**config.mk**
```make
export PLATFORM = sky130hd
export DESIGN_NAME = branch_hazard_ctrl
export DESIGN_NICKNAME = d
export VERILOG_FILES = /design/src/rtl/branch_hazard_ctrl.sv
export SDC_FILE = /design/constraint.sdc
export NUM_CORES = 1
export LEC_CHECK = 0
export CORE_MARGIN = 2
export CORE_UTILIZATION = 54
export CTS_BUF_LIST = sky130_fd_sc_hd__clkbuf_8 sky130_fd_sc_hd__clkbuf_16
export DETAILED_ROUTE_END_ITERATION = 10
export PLACE_DENSITY = 0.87
export SLEW_MARGIN = 20
export SYNTH_ARGS = -nofsm -noshare
export SYNTH_HDL_FRONTEND = slang
export SYNTH_SLANG_ARGS = --single-unit
```
**constraint.sdc**
```tcl
create_clock -name i_clk -period 6.55 [get_ports i_clk]
set_clock_uncertainty 0.05 [all_clocks]
set_input_delay 0.9825 -clock i_clk [delete_from_list [all_inputs] [get_ports i_clk]]
set_output_delay 0.9825 -clock i_clk [all_outputs]
set_load 0.01 [all_outputs]
```
**src/rtl/branch_hazard_ctrl.sv**
```systemverilog
// ID-stage branch sequencer: stalls a branch until its operands are obtainable, picks forwarding, redirects PC.
// Latency: resolves in the same cycle when no hazard; a load in EX costs 2 stall cycles (resolve on the 3rd).
// Backpressure: holds PC and IF/ID and bubbles ID/EX while stalling; exc_flush overrides everything.
module branch_hazard_ctrl #(
  parameter int DELAY_SLOT = 0,
  parameter int CNT_W      = 32
) (
  input  logic             i_clk,
  input  logic             i_rst_n,
  input  logic             i_id_branch,
  input  logic             i_id_uses_rt,
  input  logic [4:0]       i_id_rs,
  input  logic [4:0]       i_id_rt,
  input  logic             i_ex_regwrite,
  input  logic             i_ex_memread,
  input  logic [4:0]       i_ex_rd,
  input  logic             i_mem_regwrite,
  input  logic             i_mem_memread,
  input  logic [4:0]       i_mem_rd,
  input  logic             i_wb_regwrite,
  input  logic [4:0]       i_wb_rd,
  input  logic             i_branch_taken,
  input  logic             i_exc_flush,
  input  logic             i_stat_clr,
  output logic             o_pc_stall,
  output logic             o_ifid_stall,
  output logic             o_idex_bubble,
  output logic             o_pc_src_branch,
  output logic             o_ifid_flush,
  output logic [1:0]       o_fwd_a,
  output logic [1:0]       o_fwd_b,
  output logic             o_busy,
  output logic [CNT_W-1:0] o_stat_branches,
  output logic [CNT_W-1:0] o_stat_taken,
  output logic [CNT_W-1:0] o_stat_stall_cycles
);

  typedef enum logic {S_IDLE = 1'b0, S_STALL = 1'b1} state_t;

  localparam logic [CNT_W-1:0] CNT_ONE = CNT_W'(1);
  localparam logic [CNT_W-1:0] CNT_MAX = '1;

  state_t     r_state;
  state_t     w_state_nxt;
  logic       r_cnt;
  logic       w_cnt_nxt;
  logic       w_resolve;
  logic [1:0] w_h_rs;
  logic [1:0] w_h_rt;
  logic [1:0] w_h;

  // Stall depth a register still needs: a load in EX needs 2 cycles, ALU result in EX or load in MEM needs 1.
  function automatic logic [1:0] f_depth(input logic [4:0] r,
                                         input logic ex_rw, input logic ex_mr, input logic [4:0] ex_rd,
                                         input logic mem_rw, input logic mem_mr, input logic [4:0] mem_rd);
    if (r == 5'd0)                      return 2'd0;
    if (ex_rw && ex_rd == r)            return ex_mr ? 2'd2 : 2'd1;
    if (mem_rw && mem_mr && mem_rd == r) return 2'd1;
    return 2'd0;
  endfunction

  // Operand source once the branch resolves; MEM (non-load) result is younger than WB so it wins.
  function automatic logic [1:0] f_fwd(input logic [4:0] r,
                                       input logic mem_rw, input logic mem_mr, input logic [4:0] mem_rd,
                                       input logic wb_rw, input logic [4:0] wb_rd);
    if (r == 5'd0)                        return 2'b00;
    if (mem_rw && !mem_mr && mem_rd == r) return 2'b01;
    if (wb_rw && wb_rd == r)              return 2'b10;
    return 2'b00;
  endfunction

  assign w_h_rs = f_depth(i_id_rs, i_ex_regwrite, i_ex_memread, i_ex_rd,
                          i_mem_regwrite, i_mem_memread, i_mem_rd);
  assign w_h_rt = i_id_uses_rt ? f_depth(i_id_rt, i_ex_regwrite, i_ex_memread, i_ex_rd,
                                         i_mem_regwrite, i_mem_memread, i_mem_rd) : 2'd0;
  assign w_h    = (w_h_rs > w_h_rt) ? w_h_rs : w_h_rt;
  assign o_busy = (r_state == S_STALL);

  // State and stall countdown registers.
  always_ff @(posedge i_clk or negedge i_rst_n) begin
    if (!i_rst_n) begin
      r_state <= S_IDLE;
      r_cnt   <= 1'b0;
    end else begin
      r_state <= w_state_nxt;
      r_cnt   <= w_cnt_nxt;
    end
  end

  // Next-state and control outputs; everything is quiet during reset or an exception flush.
  always_comb begin
    w_state_nxt     = r_state;
    w_cnt_nxt       = r_cnt;
    w_resolve       = 1'b0;
    o_pc_stall      = 1'b0;
    o_ifid_stall    = 1'b0;
    o_idex_bubble   = 1'b0;
    o_pc_src_branch = 1'b0;
    o_ifid_flush    = 1'b0;
    o_fwd_a         = 2'b00;
    o_fwd_b         = 2'b00;
    if (!i_rst_n) begin
      w_state_nxt = S_IDLE;
      w_cnt_nxt   = 1'b0;
    end else if (i_exc_flush) begin
      w_state_nxt = S_IDLE;
      w_cnt_nxt   = 1'b0;
    end else begin
      case (r_state)
        S_IDLE: begin
          if (i_id_branch) begin
            if (w_h != 2'd0) begin
              o_pc_stall    = 1'b1;
              o_ifid_stall  = 1'b1;
              o_idex_bubble = 1'b1;
              if (w_h == 2'd2) begin
                w_cnt_nxt   = 1'b1;
                w_state_nxt = S_STALL;
              end
            end else begin
              w_resolve       = 1'b1;
              o_pc_src_branch = i_branch_taken;
              o_ifid_flush    = i_branch_taken & (DELAY_SLOT == 0);
              o_fwd_a         = f_fwd(i_id_rs, i_mem_regwrite, i_mem_memread, i_mem_rd,
                                      i_wb_regwrite, i_wb_rd);
              o_fwd_b         = i_id_uses_rt ? f_fwd(i_id_rt, i_mem_regwrite, i_mem_memread, i_mem_rd,
                                                     i_wb_regwrite, i_wb_rd) : 2'b00;
            end
          end
        end
        S_STALL: begin
          // Committed stall: inputs are not re-evaluated until the countdown expires.
          o_pc_stall    = 1'b1;
          o_ifid_stall  = 1'b1;
          o_idex_bubble = 1'b1;
          w_cnt_nxt     = r_cnt - 1'b1;
          if (w_cnt_nxt == 1'b0) w_state_nxt = S_IDLE;
        end
        default: begin
          w_state_nxt = S_IDLE;
          w_cnt_nxt   = 1'b0;
        end
      endcase
    end
  end

  // Saturating statistics; a clear wins over any increment in the same cycle.
  always_ff @(posedge i_clk or negedge i_rst_n) begin
    if (!i_rst_n) begin
      o_stat_branches     <= '0;
      o_stat_taken        <= '0;
      o_stat_stall_cycles <= '0;
    end else if (i_stat_clr) begin
      o_stat_branches     <= '0;
      o_stat_taken        <= '0;
      o_stat_stall_cycles <= '0;
    end else begin
      if (w_resolve && o_stat_branches != CNT_MAX)
        o_stat_branches <= o_stat_branches + CNT_ONE;
      if (w_resolve && i_branch_taken && o_stat_taken != CNT_MAX)
        o_stat_taken <= o_stat_taken + CNT_ONE;
      if (o_pc_stall && o_stat_stall_cycles != CNT_MAX)
        o_stat_stall_cycles <= o_stat_stall_cycles + CNT_ONE;
    end
  end

endmodule

```
==> impl_results.md <==
- Outcome: complete, no violations
- Synth Area in Compound Gates: roughly 8%
- Area of the multi-input gates: 0.00327 sq mm
- Via Count: 5578
- Total power: 0.00115 W
- Post-Synth XOR/XNOR Area: 15.3%
- Die footprint: between 0.01 and 0.015 sq mm
- Vias in the first global route: 5353
- # setup viols final: 0
- Largest family of logic cells by synthesized area: simple AND/OR/NAND/NOR gates
- Antenna-violating nets left: 0
- Register area share after synthesis: 41.3%
- Port Buffer Count: around 140
- Mapped Nets: 710
- Register area: 0.00245 sq mm
- 1st-pass router iterations: 5
- Worst Tran Pin Value: 1040 ps
- Cell count after synthesis: 667
- Delay-heaviest family, CP: simple AND/OR/NAND/NOR gates
- YS warnings: 0
- Post-CTS setup buffer count: 0
- Crit end category: primary output
- Leak pwr: between 2 and 3 nW
- Post-DR wirelength/cell: about 17 um
- Reg2Reg Setup Slack: 3270 ps
- Hold Fails Final Rpt: 0
- Yosys reg bits: 98
- Commonest non-fill, non-tap cell in the layout: clkdlybuf4s50_1
- Root Buffer: clkbuf_8
- Relative slew slack: 30.7%
- Post-synthesis simple-gate area fraction: 28.9%
- Initial DRC Count: 425
- Layout cell share with drive strength beyond 1: 5.40%
- Fillers: between 800 and 900
- Pin count of the biggest net entering global routing: 104
- Critical path arrival: 4920 ps
- Final Max Slew Viols: 0
- Width of the die: 109 um
- Worst-path clk slew: 90 ps
- Post-synth top flop: dfrtp_1
- Final Cycle Share: 90.9%
- # nets final: between 800 and 900
- Type of origin of the critical path: primary input
- Worst path buffer plus inverter count: 2
- Crit-path max FO: 8
- Max-cap violations: 0
- RR Startpoint: o_stat_taken[17]
- Met3 routed wirelength: approximately 1.0 mm
- DR top layer: met4
- WL final: 15.9 mm
- Post-CTS resize count: 0
- CTS Hold Bufs: 0
- Chip height: 109 um
- Mean post-synth cell area: between 8 and 9 sq um
- Setup CP Type: in -> out
- Row count: 38
- Unrepaired setup endpoints after global routing: no
- CTS tree: done
- CP max-delay cell: clkdlybuf4s50_1
- Drt via density: 5.96
- Min-delay worst type: in -> async
- Post-synthesis adder-cell area fraction: 1.26%
- Post-synth EDFFs: 0
- Met2 Routed Length: 7.81 mm
- Initial antenna violation count: 0
- Initial Util: a little under three fifths
- Synth cell types: 49
- Worst Path Required: 5520 ps
- Gr ovfl total: 0
- Worst ir drop on vdd: between 0.0001 and 0.00015 V
- IO Pins: 143
- R2R Path End: o_stat_taken[19]
- Asr flop ratio synth: 100%
- Syn-to-layout area delta: 28.7%
- FMAX: 168 MHz
- Setup TNS: 0 ps
- Htree depth: 3
- Buffer depth of the longest clock path: 2
- Mux contribution to synthesized area: 1.45%
- GPL Wtd Cong: roughly 0.87
- CP max stage delay: 590 ps
- Cell Chain, Critical Path: clkdlybuf4s50_1, xor2_1, or4_1, or4_1, ha_1, nor2_1, nor2_1, a21oi_1, a211oi_1, a311o_2, nor4_1, clkdlybuf4s50_1
- Reg2Reg Depth: 8
- CTS buffer count: 9
- Pwr/cell area: 150 mW/mm^2
- Sink Count: 98
- DRC viols: 0
- Clock latency on the worst-skew pair: about 380 ps
- Wl on met1: between 6 and 7 mm
- Post-Syn Area: 0.00594 sq mm
- # diodes: 0
- Fin crit period: 5950 ps
- Dpl hpwl: 11.0 mm
- Core Area: ~0.011 sq mm
- First-pass GRT wire length: ~26 mm
- Commonest cells after routing, fill and taps aside: 140 x clkdlybuf4s50_1, 104 x nor2_1, 98 x dfrtp_1
- GRT Util Overall: 27.4%
## stage by stage
stage / cell area [sq um] / hold WS, ps / utilization (%) / worst slack [ps] / instances
4_1_cts: 7640 / 397 / 70.8 / 625 / 936
6_report: 7650 / 404 / 70.9 / 596 / 936
5_1_grt: 7650 / 396 / 70.9 / 451 / 936
2_1_floorplan: 5940 / 463 / - / 1500 / 667
3_3_place_gp: 7420 / 473 / 68.7 / 777 / 920
3_5_place_dp: 7420 / 507 / 68.7 / 618 / 920
## logic make-up (layout without fill, tap and decap cells)
| kind of cell | count (synthesis) | after routing |
|---|---|---|
| flip-flops | 98 | 98 |
| adder cells (fa/ha/maj) | 6 | 6 |
| buffers and inverters | 51 | 180 |
| AO/OA/AOI/OAI | 71 | 71 |
| AND/OR/NAND/NOR | 329 | 329 |
| XOR/XNOR | 104 | 104 |
| multiplexers | 8 | 8 |
## synth_stat cells (3+ instances only)
cell type | number | area (sq um)
mux2_2 | 5 | 56.3
nor2b_1 | 6 | 37.5
nand4_1 | 25 | 156
and2_1 | 8 | 50.1
buf_4 | 5 | 37.5
nand2_1 | 25 | 93.8
o2111ai_1 | 7 | 61.3
dfrtp_1 | 98 | 2450
o21ai_1 | 7 | 35.0
inv_1 | 15 | 56.3
and3_1 | 10 | 62.6
o21ai_0 | 6 | 30.0
or3_1 | 8 | 50.1
or4_1 | 9 | 67.6
a31o_2 | 3 | 26.3
a21oi_1 | 18 | 90.1
xnor2_1 | 55 | 482
nand3_1 | 46 | 230
ha_1 | 6 | 75.1
clkbuf_1 | 21 | 78.8
nor2_1 | 104 | 390
xor2_1 | 49 | 429
nor3_1 | 30 | 150
o31ai_1 | 4 | 30.0
mux2i_1 | 3 | 30.0
o211ai_1 | 12 | 90.1
nor4b_1 | 3 | 26.3
buf_2 | 7 | 35.0
and4_1 | 10 | 87.6
a21o_1 | 5 | 37.5
nor4_1 | 31 | 194
## layer usage
metal  vias to the layer above  GRT usage, %
met5                         -             0
met4                         0          7.78
met3                        17          5.86
met2                       213          43.7
met1                      2729          37.7
li1                       2619             -
## layout make-up
type	count	area share [%]
flip-flops and latches	98	32.1
clock buffers	10	1.80
clock inverters	6	1.13
inverters	15	0.736
well taps	140	2.29
repair buffers	149	19.2
multi-input cells	518	42.8
## how the worst max path moves through the flow
stage / slack [ps] / to / start / depth (start not counted)
finish: 600 / o_fwd_a[0] / i_id_rt[2] / 12
global route: 450 / o_fwd_a[1] / i_id_rt[2] / 12
CTS: 620 / o_fwd_a[0] / i_id_rt[2] / 12
detailed placement: 620 / o_fwd_a[1] / i_id_rt[2] / 12
global placement: 780 / o_fwd_b[0] / i_id_rt[2] / 12
floorplan: 1500 / o_fwd_a[0] / i_id_rt[2] / 13
## report_power, final
part	total [W]	switching, W	internal [W]	leakage [nW]
sequential	0.000606	0.00000123	0.000605	1.37
clock	0.000447	0.000220	0.000227	0.118
combinational	0.0000962	0.0000581	0.0000381	1.39
total	0.00115	0.000279	0.000870	2.88
## state kept, by name, indices dropped and copies added (netlist names)
register,cells
o_busy,1
r_cnt,1
o_stat_taken,32
o_stat_branches,32
o_stat_stall_cycles,32
Note: power is estimated with default switching activity, not from simulation.
